--- src/rtl/rt_pkg.sv ---
// Shared types and constants for the reaction timer: state encoding, widths, LFSR taps.
package rt_pkg;

  localparam int unsigned MS_W    = 14;
  localparam int unsigned LFSR_W  = 12;
  localparam int unsigned DELAY_W = 13;

  // Fibonacci taps 12,11,10,4 mapped onto bits 11,10,9,3
  localparam logic [LFSR_W-1:0] LFSR_TAPS = 12'hE08;

  typedef enum logic [2:0] {
    StIdle,
    StWait,
    StRun,
    StDone,
    StCheat
  } state_e;

  function automatic logic [LFSR_W-1:0] lfsr_next(input logic [LFSR_W-1:0] v);
    return {v[LFSR_W-2:0], ^(v & LFSR_TAPS)};
  endfunction

endpackage

--- src/rtl/rt_lfsr.sv ---
// Free-running 12-bit maximal-length Fibonacci LFSR, reloaded with Seed on reset.
module rt_lfsr
  import rt_pkg::*;
(
  input  logic              Clk,
  input  logic              Rst,
  input  logic [LFSR_W-1:0] Seed,
  output logic [LFSR_W-1:0] Value
);

  logic [LFSR_W-1:0] value_q;

  always_ff @(posedge Clk) begin
    if (Rst) begin
      value_q <= Seed;
    end else begin
      value_q <= lfsr_next(value_q);
    end
  end

  assign Value = value_q;

endmodule

--- src/rtl/reaction_timer_ctrl.sv ---
// Reaction timer round controller: random wait, stimulus lamp, reaction count, cheat/timeout.
// Define BEST_TIME_EN to build the best (minimum) valid reaction time register.
module reaction_timer_ctrl
  import rt_pkg::*;
#(
  parameter int unsigned       MIN_DELAY_MS = 1000,
  parameter int unsigned       MAX_MS       = 9999,
  parameter logic [LFSR_W-1:0] LFSR_SEED    = 12'hACE
) (
  input  logic            Clk,
  input  logic            Rst,
  input  logic            MsClk,
  input  logic            Start,
  input  logic            React,
  output logic            Led,
  output logic            Done,
  output logic            Cheat,
  output logic            Timeout,
  output logic [MS_W-1:0] ReactMs,
  output logic [MS_W-1:0] BestMs
);

  localparam logic [MS_W-1:0]    MaxMs   = MS_W'(MAX_MS);
  localparam logic [MS_W-1:0]    MaxMsM1 = MS_W'(MAX_MS - 1);
  localparam logic [DELAY_W-1:0] MinDly  = DELAY_W'(MIN_DELAY_MS);

  logic start_s1_q, start_s2_q, start_prev_q;
  logic react_s1_q, react_s2_q, react_prev_q;
  logic ms_s1_q, ms_prev_q;
  logic start_edge, react_edge, tick;

  always_ff @(posedge Clk) begin
    if (Rst) begin
      start_s1_q   <= 1'b0;
      start_s2_q   <= 1'b0;
      start_prev_q <= 1'b0;
      react_s1_q   <= 1'b0;
      react_s2_q   <= 1'b0;
      react_prev_q <= 1'b0;
      ms_s1_q      <= 1'b0;
      ms_prev_q    <= 1'b0;
    end else begin
      start_s1_q   <= Start;
      start_s2_q   <= start_s1_q;
      start_prev_q <= start_s2_q;
      react_s1_q   <= React;
      react_s2_q   <= react_s1_q;
      react_prev_q <= react_s2_q;
      ms_s1_q      <= MsClk;
      ms_prev_q    <= ms_s1_q;
    end
  end

  assign start_edge = start_s2_q & ~start_prev_q;
  assign react_edge = react_s2_q & ~react_prev_q;
  assign tick       = ms_s1_q & ~ms_prev_q;

  logic [LFSR_W-1:0] lfsr_value;

  rt_lfsr u_lfsr (
    .Clk   (Clk),
    .Rst   (Rst),
    .Seed  (LFSR_SEED),
    .Value (lfsr_value)
  );

  state_e             state_q, state_d;
  logic               led_q, led_d;
  logic               done_q, done_d;
  logic               cheat_q, cheat_d;
  logic               timeout_q, timeout_d;
  logic [MS_W-1:0]    react_ms_q, react_ms_d;
  logic [DELAY_W-1:0] delay_q, delay_d;

  always_ff @(posedge Clk) begin
    if (Rst) begin
      state_q    <= StIdle;
      led_q      <= 1'b0;
      done_q     <= 1'b0;
      cheat_q    <= 1'b0;
      timeout_q  <= 1'b0;
      react_ms_q <= '0;
      delay_q    <= '0;
    end else begin
      state_q    <= state_d;
      led_q      <= led_d;
      done_q     <= done_d;
      cheat_q    <= cheat_d;
      timeout_q  <= timeout_d;
      react_ms_q <= react_ms_d;
      delay_q    <= delay_d;
    end
  end

  always_comb begin
    state_d    = state_q;
    led_d      = led_q;
    done_d     = done_q;
    cheat_d    = cheat_q;
    timeout_d  = timeout_q;
    react_ms_d = react_ms_q;
    delay_d    = delay_q;

    unique case (state_q)
      StIdle, StDone, StCheat: begin
        if (start_edge) begin
          state_d    = StWait;
          delay_d    = MinDly + DELAY_W'(lfsr_value);
          led_d      = 1'b0;
          done_d     = 1'b0;
          cheat_d    = 1'b0;
          timeout_d  = 1'b0;
          react_ms_d = '0;
        end
      end
      StWait: begin
        // A press always beats a coincident expiry tick
        if (react_edge) begin
          state_d = StCheat;
          cheat_d = 1'b1;
        end else if (tick) begin
          delay_d = delay_q - DELAY_W'(1);
          if (delay_q == DELAY_W'(1)) begin
            state_d    = StRun;
            led_d      = 1'b1;
            react_ms_d = '0;
          end
        end
      end
      StRun: begin
        if (react_edge) begin
          state_d = StDone;
          done_d  = 1'b1;
          led_d   = 1'b0;
        end else if (tick) begin
          if (react_ms_q >= MaxMsM1) begin
            state_d    = StDone;
            react_ms_d = MaxMs;
            timeout_d  = 1'b1;
            led_d      = 1'b0;
          end else begin
            react_ms_d = react_ms_q + MS_W'(1);
          end
        end
      end
      default: state_d = StIdle;
    endcase
  end

`ifdef BEST_TIME_EN
  logic [MS_W-1:0] best_q, best_d;

  always_comb begin
    best_d = best_q;
    if (state_q == StRun && react_edge && react_ms_q < best_q) begin
      best_d = react_ms_q;
    end
  end

  always_ff @(posedge Clk) begin
    if (Rst) begin
      best_q <= MaxMs;
    end else begin
      best_q <= best_d;
    end
  end

  assign BestMs = best_q;
`else
  assign BestMs = '0;
`endif

  assign Led     = led_q;
  assign Done    = done_q;
  assign Cheat   = cheat_q;
  assign Timeout = timeout_q;
  assign ReactMs = react_ms_q;

endmodule

--- config.mk ---
export PLATFORM = sky130hd
export DESIGN_NAME = reaction_timer_ctrl
export DESIGN_NICKNAME = d
export VERILOG_FILES = /design/src/rtl/rt_pkg.sv /design/src/rtl/rt_lfsr.sv /design/src/rtl/reaction_timer_ctrl.sv
export SDC_FILE = /design/constraint.sdc
export NUM_CORES = 1
export LEC_CHECK = 0
export ABC_CLOCK_PERIOD_IN_PS = 4400
export CORE_MARGIN = 2
export CORE_UTILIZATION = 60
export CTS_BUF_LIST = sky130_fd_sc_hd__clkbuf_8 sky130_fd_sc_hd__clkbuf_16
export DETAILED_ROUTE_END_ITERATION = 6
export PLACE_DENSITY_LB_ADDON = 0.3
export SKIP_LAST_GASP = 1
export SLEW_MARGIN = 20
export SYNTH_ARGS = -nofsm -noshare
export SYNTH_HDL_FRONTEND = slang
export SYNTH_SLANG_ARGS = --single-unit
--- constraint.sdc ---
create_clock -name Clk -period 4.4 [get_ports Clk]
set_input_delay 1.1 -clock Clk [delete_from_list [all_inputs] [get_ports Clk]]
set_output_delay 1.1 -clock Clk [all_outputs]
set_load 0.01 [all_outputs]
==> results.py, run 1 <==
metrics = {
    "outcome": {
        "status": "finished clean",
    },
    "logic_synthesis": {
        "async_flop_share_pct": 0,
        "avgSynthCellArea_um2": 8.24,
        "synthMuxAreaShare_pct": 0.342,
        "netlist_instances": 355,
        "synthTopCellsByArea": "dfxtp_1, a21oi_1, buf_4, o21ai_0, nor2b_1",
        "synthXorXnorAreaFrac_pct": 2.99,
        "synth_top_family_by_area": "simple AND/OR/NAND/NOR gates",
        "synthDistinctLibCells": 57,
        "synth_warnings": 0,
        "syn_area_mm2": 0.00293,
        "synth_top_area_share_pct": 36.9,
        "yosys.area_share.adder_pct": 2.57,
        "synth_enable_flop_cells": 0,
        "yosysTopAreaCell": "dfxtp_1",
        "ys_ff_latch": 54,
        "yosys.area_share.simple_pct": 24.6,
        "ys.flop_type": "dfxtp_1",
        "synth-compound-area-share_pct": 24.4,
        "seq_area_frac_synth_pct": 36.9,
    },
    "setup_path": {
        "critPathRequiredTime_ns": 4.63,
        "worst_path_max_delay_cell": "nor2b_1",
        "worst_setup_path_end_kind": "flop",
        "path_buf_inv": 0,
        "path_max_fanout": 13,
        "crit_chain": "nor2b_1 -> nor2b_1 -> and3_1 -> o21ai_1 -> o32ai_1",
        "cp_top_family": "simple AND/OR/NAND/NOR gates",
        "crit_arrival_ns": 3.06,
        "critPathKind": "reg2reg",
        "critPathLaunchType": "flop",
        "crit_top_cell": "nor2b_1",
        "crit_path_max_incr_delay_ns": 0.71,
    },
    "floorplan": {
        "fp.dieW_um": 73.8,
        "start_util_pct": 62.0,
        "dieArea_mm2": 0.00545,
        "io-pin-count": 37,
        "die-height_um": 73.8,
        "placementRows": 25,
        "core_area_mm2": 0.00472,
    },
    "clock_network": {
        "cts_tree": "done",
        "numCtsBuffers": 5,
        "clockBufferDepth": 2,
        "postCtsSetupRepairBufs": 0,
        "clock-sinks": 54,
        "hold_buffers": 0,
        "cts_htree_levels": 2,
        "cts_resized": 0,
        "root_buffer": "clkbuf_8",
        "clk_latency_ns": 0.31,
        "clk_pin_slew_ns": 0.10,
    },
    "worst_hold_path": {
        "worstHoldPathType": "reg2reg",
    },
    "grt": {
        "antenna_found_initial": 0,
        "grt_pass1_wl_um": 10700,
        "grt_pass1_vias": 2386,
        "grt-ovfl-total": 0,
        "grt_usage_pct": 24.7,
        "grt_max_degree": 51,
    },
    "sta": {
        "post-route-period-util_pct": 64.3,
        "postLayoutSetupSlackWorst_ns": 1.57,
        "finalSetupViolations": 0,
        "slew_violations": 0,
        "skew_ns": 0.0101,
        "max-slew-margin-rel_pct": 22.2,
        "worst_pin_slew_ns": 1.16,
        "min_period_ns": 2.83,
        "hold_violations": 0,
        "fmax_ghz": 0.353,
        "tns_ns": 0,
        "rsz0062_at_grt": "false",
    },
    "cells_and_area": {
        "fin_util_pct": 68.0,
        "syn_to_final_growth_pct": 9.79,
        "layout.nets": 377,
        "finish.instance_area_mm2": 0.00321,
        "drive_above_1_share_pct": 6.27,
        "final_common_cell": "dfxtp_1",
        "most-common-layout-cells": "dfxtp_1, a21oi_1, nor2_1, o21ai_0, clkdlybuf4s50_1",
        "n_antenna_cell": 0,
    },
    "job": {
        "drv_cap": 0,
    },
    "power": {
        "ir_drop_uv": 272,
        "p_per_area_mw_per_mm2": 303,
        "leakage_nw": 1.12,
        "power_mw": 0.973,
    },
    "route": {
        "ant_nets": 0,
        "vias_per_cell": 6.12,
        "drt_first_pass_iters": 5,
        "totalWireLength_um": 6420,
        "wl_per_cell_um": 14.8,
        "drt_iter0_markers": 238,
        "num_vias": 2654,
        "drc": 0,
    },
    "placement": {
        "port_buffers": 22,
        "post_dp_cell_area_mm2": 0.00311,
        "place_ws_ns": 1.56,
        "gp_congestion": 0.879,
        "dp_hpwl_um": 4360,
    },
}
[worst register-to-register path: stages, from the launching register on]
cell and delay [ns]:
dfxtp_1 0.57, nor2b_1 0.31, nor2b_1 0.71, and3_1 0.57
o21ai_1 0.28, o32ai_1 0.31
[flip-flops by register name, summed over array words and instances (netlist names)]
| name | flops |
|---|---|
| Cheat | 1 |
| ms_prev_q | 1 |
| react_s1_q | 1 |
| state_q | 3 |
| ms_s1_q | 1 |
| Timeout | 1 |
| start_prev_q | 1 |
| Done | 1 |
| start_s2_q | 1 |
| ReactMs | 14 |
| Led | 1 |
| delay_q | 13 |
| start_s1_q | 1 |
| react_s2_q | 1 |
| u_lfsr.Value | 12 |
| react_prev_q | 1 |
[layout make-up]
| class | count | area (um^2) |
|---|---|---|
| Clock buffer | 5 | 68.8 |
| Timing Repair Buffer | 23 | 228 |
| Inverter | 15 | 56.3 |
| Sequential cell | 54 | 1080 |
| Multi-Input combinational cell | 267 | 1660 |
| Tap cell | 67 | 83.8 |
| Fill cell | 395 | 1510 |
| Clock inverter | 3 | 37.5 |
[metal layers]
metal	up-vias	track usage, %	share of wire (%)	wire, um
met5	-	0	0	0
met4	0	9.90	1.8	115
met2	111	41.2	48	3060
met1	1224	31.2	45	2870
met3	13	4.94	5.8	371
li1	1306	-	-	-
[report_power, final]
| part | leakage (nW) | total, mW | internal, mW | switching, mW |
|---|---|---|---|---|
| combinational | 0.622 | 0.121 | 0.0493 | 0.0717 |
| sequential | 0.441 | 0.526 | 0.508 | 0.0180 |
| clock | 0.0607 | 0.326 | 0.166 | 0.160 |
| total | 1.12 | 0.973 | 0.723 | 0.250 |
[path summary, 6_finish.rpt]
check / start / to / slack (ns) / depth (start not counted)
min: start_s1_q / start_s2_q / 0.43 / 1
min reg2reg: start_s1_q / start_s2_q / 0.43 / 1
max reg2reg: state_q[0] / ReactMs[7] / 1.57 / 5
max: state_q[0] / ReactMs[7] / 1.57 / 5
[metrics by stage]
step                hold slack (ns)  cells
CTS                           0.446    434
floorplan                     0.414    368
global placement              0.420    426
finish                        0.434    434
global route                  0.472    434
detailed placement            0.429    426
[synth_stat cells (4+ instances only)]
library cell / n
a211oi_1: 4
a21oi_1: 23
a221oi_1: 5
a22oi_1: 5
a32o_1: 4
buf_4: 15
clkbuf_1: 13
dfxtp_1: 54
ha_1: 6
inv_1: 15
nand2_1: 21
nand2b_1: 4
nand3_1: 12
nand4_1: 8
nor2_1: 22
nor2b_1: 16
nor3_1: 14
nor4_1: 5
o21ai_0: 22
o22ai_1: 4
o31ai_1: 4
o32ai_1: 8
or2_2: 10
or4_1: 5
xnor2_1: 5
xor2_1: 5
[logic make-up after synthesis]
| family | count (synthesis) |
|---|---|
| compound gates | 105 |
| other cells | 1 |
| fa+ha+maj | 6 |
| simple gates | 131 |
| buf+inv | 47 |
| flops | 54 |
| mux | 1 |
| xor+xnor | 10 |
Note: power is estimated with default switching activity, not from simulation.
==> inputs of run 2 (changes only) <==
ABC_CLOCK_PERIOD_IN_PS = 2940   (was 4400)
CORE_UTILIZATION = 55   (was 60)
clock period = 2.94 ns   (was 4.4 ns; I/O delays follow)
==> run 2 against run 1 <==
Sequential cell count did not move. Design area rose by 0.93%. Sequential power rose by 49%.
==> results.py, run 2 (synthesis gave the netlist of run 1 again) <==
metrics = {
    "outcome": {
        "status": "finished clean",
    },
    "sta": {
        "tns_ns": 0,
        "fmax_ghz": 0.402,
        "max-slew-margin-rel_pct": 58.4,
        "min_period_ns": 2.49,
        "finalSetupViolations": 0,
        "hold_violations": 0,
        "skew_ns": 0.00634,
        "rsz0062_at_grt": "false",
        "slew_violations": 0,
        "post-route-period-util_pct": 84.6,
        "worst_pin_slew_ns": 0.623,
    },
    "cells_and_area": {
        "final_common_cell": "dfxtp_1",
        "finish.instance_area_mm2": 0.00324,
        "largest_register_ffs": 14,
        "syn_to_final_growth_pct": 10.8,
        "multi_input_comb_area_mm2": 0.00166,
        "most-common-layout-cells": "dfxtp_1, a21oi_1, nor2_1, o21ai_0, clkdlybuf4s50_1",
        "layout.nets": 382,
        "fillers": 460,
        "drive_above_1_share_pct": 8.06,
        "n_antenna_cell": 0,
        "regArea_mm2": 0.00108,
    },
    "grt": {
        "grt_max_degree": 35,
        "grt-ovfl-total": 0,
        "grt_usage_pct": 22.6,
        "grt_pass1_wl_um": 11000,
        "antenna_found_initial": 0,
        "grt_pass1_vias": 2427,
    },
    "route": {
        "ant_nets": 0,
        "vias_per_cell": 6.11,
        "drt_iter0_markers": 204,
        "wl_per_cell_um": 15.1,
        "totalWireLength_um": 6660,
        "num_vias": 2700,
        "drc": 0,
        "drt_first_pass_iters": 5,
    },
    "clock_network": {
        "root_buffer": "clkbuf_8",
        "clk_pin_slew_ns": 0.10,
        "cts_htree_levels": 2,
        "clk_latency_ns": 0.31,
        "clockBufferDepth": 2,
        "numCtsBuffers": 5,
        "hold_buffers": 0,
        "clock-sinks": 54,
        "cts_resized": 0,
        "postCtsSetupRepairBufs": 0,
        "cts_tree": "done",
    },
    "floorplan": {
        "core_area_mm2": 0.00511,
        "placementRows": 26,
        "fp.dieW_um": 76.9,
        "dieArea_mm2": 0.00592,
        "start_util_pct": 57.3,
        "die-height_um": 76.9,
        "io-pin-count": 37,
    },
    "placement": {
        "dp_hpwl_um": 4590,
        "port_buffers": 22,
        "gp_congestion": 0.939,
        "post_dp_cell_area_mm2": 0.00315,
    },
    "power": {
        "leakage_nw": 1.14,
        "ir_drop_uv": 372,
        "p_per_area_mw_per_mm2": 435,
    },
    "worst_hold_path": {
        "worstHoldPathType": "reg2reg",
    },
    "setup_path": {
        "crit_chain": "inv_1 -> ha_1 -> or4b_2 -> nor4_4 -> and3_1 -> o21ai_1 -> o32ai_1",
        "crit_arrival_ns": 2.72,
        "worst_setup_path_end_kind": "flop",
        "critPathKind": "reg2reg",
        "crit_path_max_incr_delay_ns": 0.62,
        "worst_path_max_delay_cell": "or4b_2",
        "critPathLaunchType": "flop",
        "path_max_fanout": 11,
        "critPathRequiredTime_ns": 3.17,
    },
    "job": {
        "drv_cap": 0,
    },
}
## run 2: power breakdown
group          leakage, nW  total (mW)  switching (mW)  internal, mW
Clock               0.0472       0.436           0.246         0.190
Combinational        0.647       0.189           0.111        0.0771
Sequential           0.441       0.786          0.0261         0.760
## run 2: per-layer routing
layer	share of wire (%)	vias up	track usage, %
li1	-	1320	-
met1	45	1286	29.7
met2	48	82	36.4
met4	1.8	0	10.4
met3	5.1	12	3.53
met5	0	-	0
## run 2: final timing paths
kind               from          to  slack, ns  cells after the start
min          start_s1_q  start_s2_q       0.44                      1
min reg2reg  start_s1_q  start_s2_q       0.44                      1
max          delay_q[1]  ReactMs[7]       0.45                      7
max reg2reg  delay_q[1]  ReactMs[7]       0.45                      7
## run 2: cell type report
type,count,area share [%]
clock buffer,6,2.55
clock inverter,2,0.386
timing repair buffer,28,8.18
sequential,54,33.3
inverter,15,1.74
tap,70,2.70
multi-input combinational,267,51.1
## run 2: critical path: cells and delay by family (launching register included)
kind                       cells  cell delay [ns]
DFF                            1             0.33
buffers and inverters          1             0.10
AOI/OAI and AO/OA              2             0.55
adders and majority gates      1             0.14
and+or+nand+nor                3             1.28
## run 2: metrics by stage
stage	hold slack [ns]	setup slack [ns]	utilization, %	instances	power [mW]
5_1_grt	0.469	0.287	63.5	442	1.47
3_3_place_gp	0.416	0.547	61.6	434	0.983
6_report	0.445	0.454	63.5	442	1.41
3_5_place_dp	0.428	0.489	61.6	434	0.988
2_1_floorplan	0.414	0.806	-	368	0.957
4_1_cts	0.451	0.458	63.5	442	1.42
==> inputs of run 3 (changes only) <==
ABC_CLOCK_PERIOD_IN_PS = 2000   (was 2940)
CORE_UTILIZATION = 50   (was 55)
clock period = 2 ns   (was 2.94 ns; I/O delays follow)
==> run 3 against run 2 <==
Largest cell class unchanged. Critical path depth unchanged. Largest power group unchanged. The run now ends with setup timing left. Via count increased by 11%. Cell count increased by 9.7%.
==> results.py, run 3 (synthesis gave the netlist of run 1 again) <==
metrics = {
    "route": {
        "totalWireLength_um": 8120,
        "vias_per_cell": 6.17,
        "num_vias": 2991,
        "ant_nets": 0,
        "wl_per_cell_um": 16.7,
        "drt_first_pass_iters": 5,
        "drc": 0,
        "drt_iter0_markers": 289,
    },
    "setup_path": {
        "crit_chain": "or4_4 -> nor4_4 -> buf_4 -> nand3_4 -> buf_6 -> a22oi_1 -> o32ai_2",
        "worst_path_max_delay_cell": "or4_4",
        "worst_setup_path_end_kind": "flop",
        "rr_endpoint": "ReactMs[7]",
        "r2r_slack_ns": -0.05,
        "crit_path_max_incr_delay_ns": 0.56,
        "critPathKind": "reg2reg",
        "critPathLaunchType": "flop",
        "crit_start": "delay_q[6]",
        "r2r-start": "delay_q[6]",
        "r2r_cells": 7,
        "cp_top_family": "simple AND/OR/NAND/NOR gates",
        "crit_arrival_ns": 2.25,
        "critPathRequiredTime_ns": 2.20,
        "path_max_fanout": 5,
        "path_buf_inv": 2,
    },
    "power": {
        "p_per_area_mw_per_mm2": 563,
        "ir_drop_uv": 394,
        "leakage_nw": 1.38,
    },
    "clock_network": {
        "clock-sinks": 54,
        "clockBufferDepth": 2,
        "numCtsBuffers": 5,
        "clk_pin_slew_ns": 0.10,
        "hold_buffers": 0,
        "cts_tree": "done",
        "root_buffer": "clkbuf_8",
        "clk_latency_ns": 0.31,
        "cts_htree_levels": 2,
    },
    "placement": {
        "gp_congestion": 0.967,
        "port_buffers": 22,
        "dp_hpwl_um": 5560,
        "dp.cells": 474,
    },
    "floorplan": {
        "core_area_mm2": 0.00557,
        "dieArea_mm2": 0.00648,
        "die-height_um": 80.5,
        "start_util_pct": 52.5,
        "placementRows": 27,
        "io-pin-count": 37,
        "fp.dieW_um": 80.5,
    },
    "worst_hold_path": {
        "whs_endpoint": "react_s2_q",
        "worstHoldPathType": "reg2reg",
        "worstHoldPathCells": 1,
        "hold_path_startpoint": "react_s1_q",
    },
    "sta": {
        "finalSetupViolations": 7,
        "slew_violations": 0,
        "postLayoutSetupSlackWorst_ns": -0.0460,
        "hold_violations": 0,
        "fmax_ghz": 0.489,
        "skew_ns": 0.00825,
        "min_period_ns": 2.05,
        "rsz0062_at_grt": "true",
        "max-slew-margin-rel_pct": 66.6,
        "post-route-period-util_pct": 102,
        "worst_pin_slew_ns": 0.489,
    },
    "grt": {
        "grt_pass1_vias": 2681,
        "grt-ovfl-total": 0,
        "grt_max_degree": 22,
        "antenna_found_initial": 0,
        "grt_usage_pct": 24.5,
        "grt_pass1_wl_um": 12500,
    },
    "cells_and_area": {
        "final_cell_count_no_fill": 485,
        "syn_to_final_growth_pct": 29.5,
        "fin_util_pct": 68.0,
        "layout.nets": 424,
        "most-common-layout-cells": "dfxtp_1, buf_4, a21oi_1, nor2_1, clkdlybuf4s50_1",
        "largest_register_ffs": 14,
        "drive_above_1_share_pct": 24.2,
        "final_common_cell": "dfxtp_1",
        "n_antenna_cell": 0,
        "fillers": 455,
    },
    "job": {
        "drv_cap": 0,
    },
    "outcome": {
        "violations": "setup timing",
        "status": "finished with violations",
    },
}
[run 3: worst max path at each step]
stage                  endpoint  slack (ns)  depth (start not counted)
floorplan           delay_q[10]       -0.02                          8
global placement    ReactMs[13]       -0.04                          8
detailed placement  ReactMs[13]       -0.15                          7
CTS                 delay_q[10]       -0.02                          8
global route         ReactMs[7]       -0.17                          9
finish               ReactMs[7]       -0.05                          7
[run 3: cell type report]
cell class / count / area [um^2] / share of cell area [%]
Sequential cell: 54 / 1090 / 28.7
Clock buffer: 5 / 68.8 / 1.82
Inverter: 15 / 56.3 / 1.49
Timing Repair Buffer: 70 / 621 / 16.4
Multi-Input combinational cell: 267 / 1860 / 49.0
Tap cell: 72 / 90.1 / 2.38
Clock inverter: 2 / 11.3 / 0.297
[run 3: repair_timing]
item,CTS,global route
pin swaps,4,10
gates resized for setup,9,32
setup buffers,3,0
cloned,0,1
setup endpoints to repair,11,21
[run 3: layer usage]
metal	vias up	part of all wire [%]	track usage, %
li1	1401	-	-
met1	1405	42	30.9
met2	153	48	41.9
met3	32	6.9	3.82
met4	0	2.6	8.98
met5	-	0	0
[run 3: metrics by stage]
step                      area [um^2]  worst slack [ns]  setup TNS, ns  hold WS (ns)  power, mW
final                            3790           -0.0460         -0.159         0.457       2.13
after global routing             3790            -0.175          -1.99         0.472       2.22
after CTS                        3610           -0.0220        -0.0623         0.457       2.12
after detailed placement         3470            -0.145         -0.486         0.438       1.52
after global placement           3470           -0.0430         -0.118         0.418       1.51
after floorplan                  3020           -0.0156        -0.0156         0.414       1.43
[run 3: power by group]
part	switching, mW	total, mW	internal (mW)
clock network	0.353	0.589	0.236
registers	0.0360	1.15	1.12
logic	0.207	0.391	0.184
total	0.596	2.13	1.54
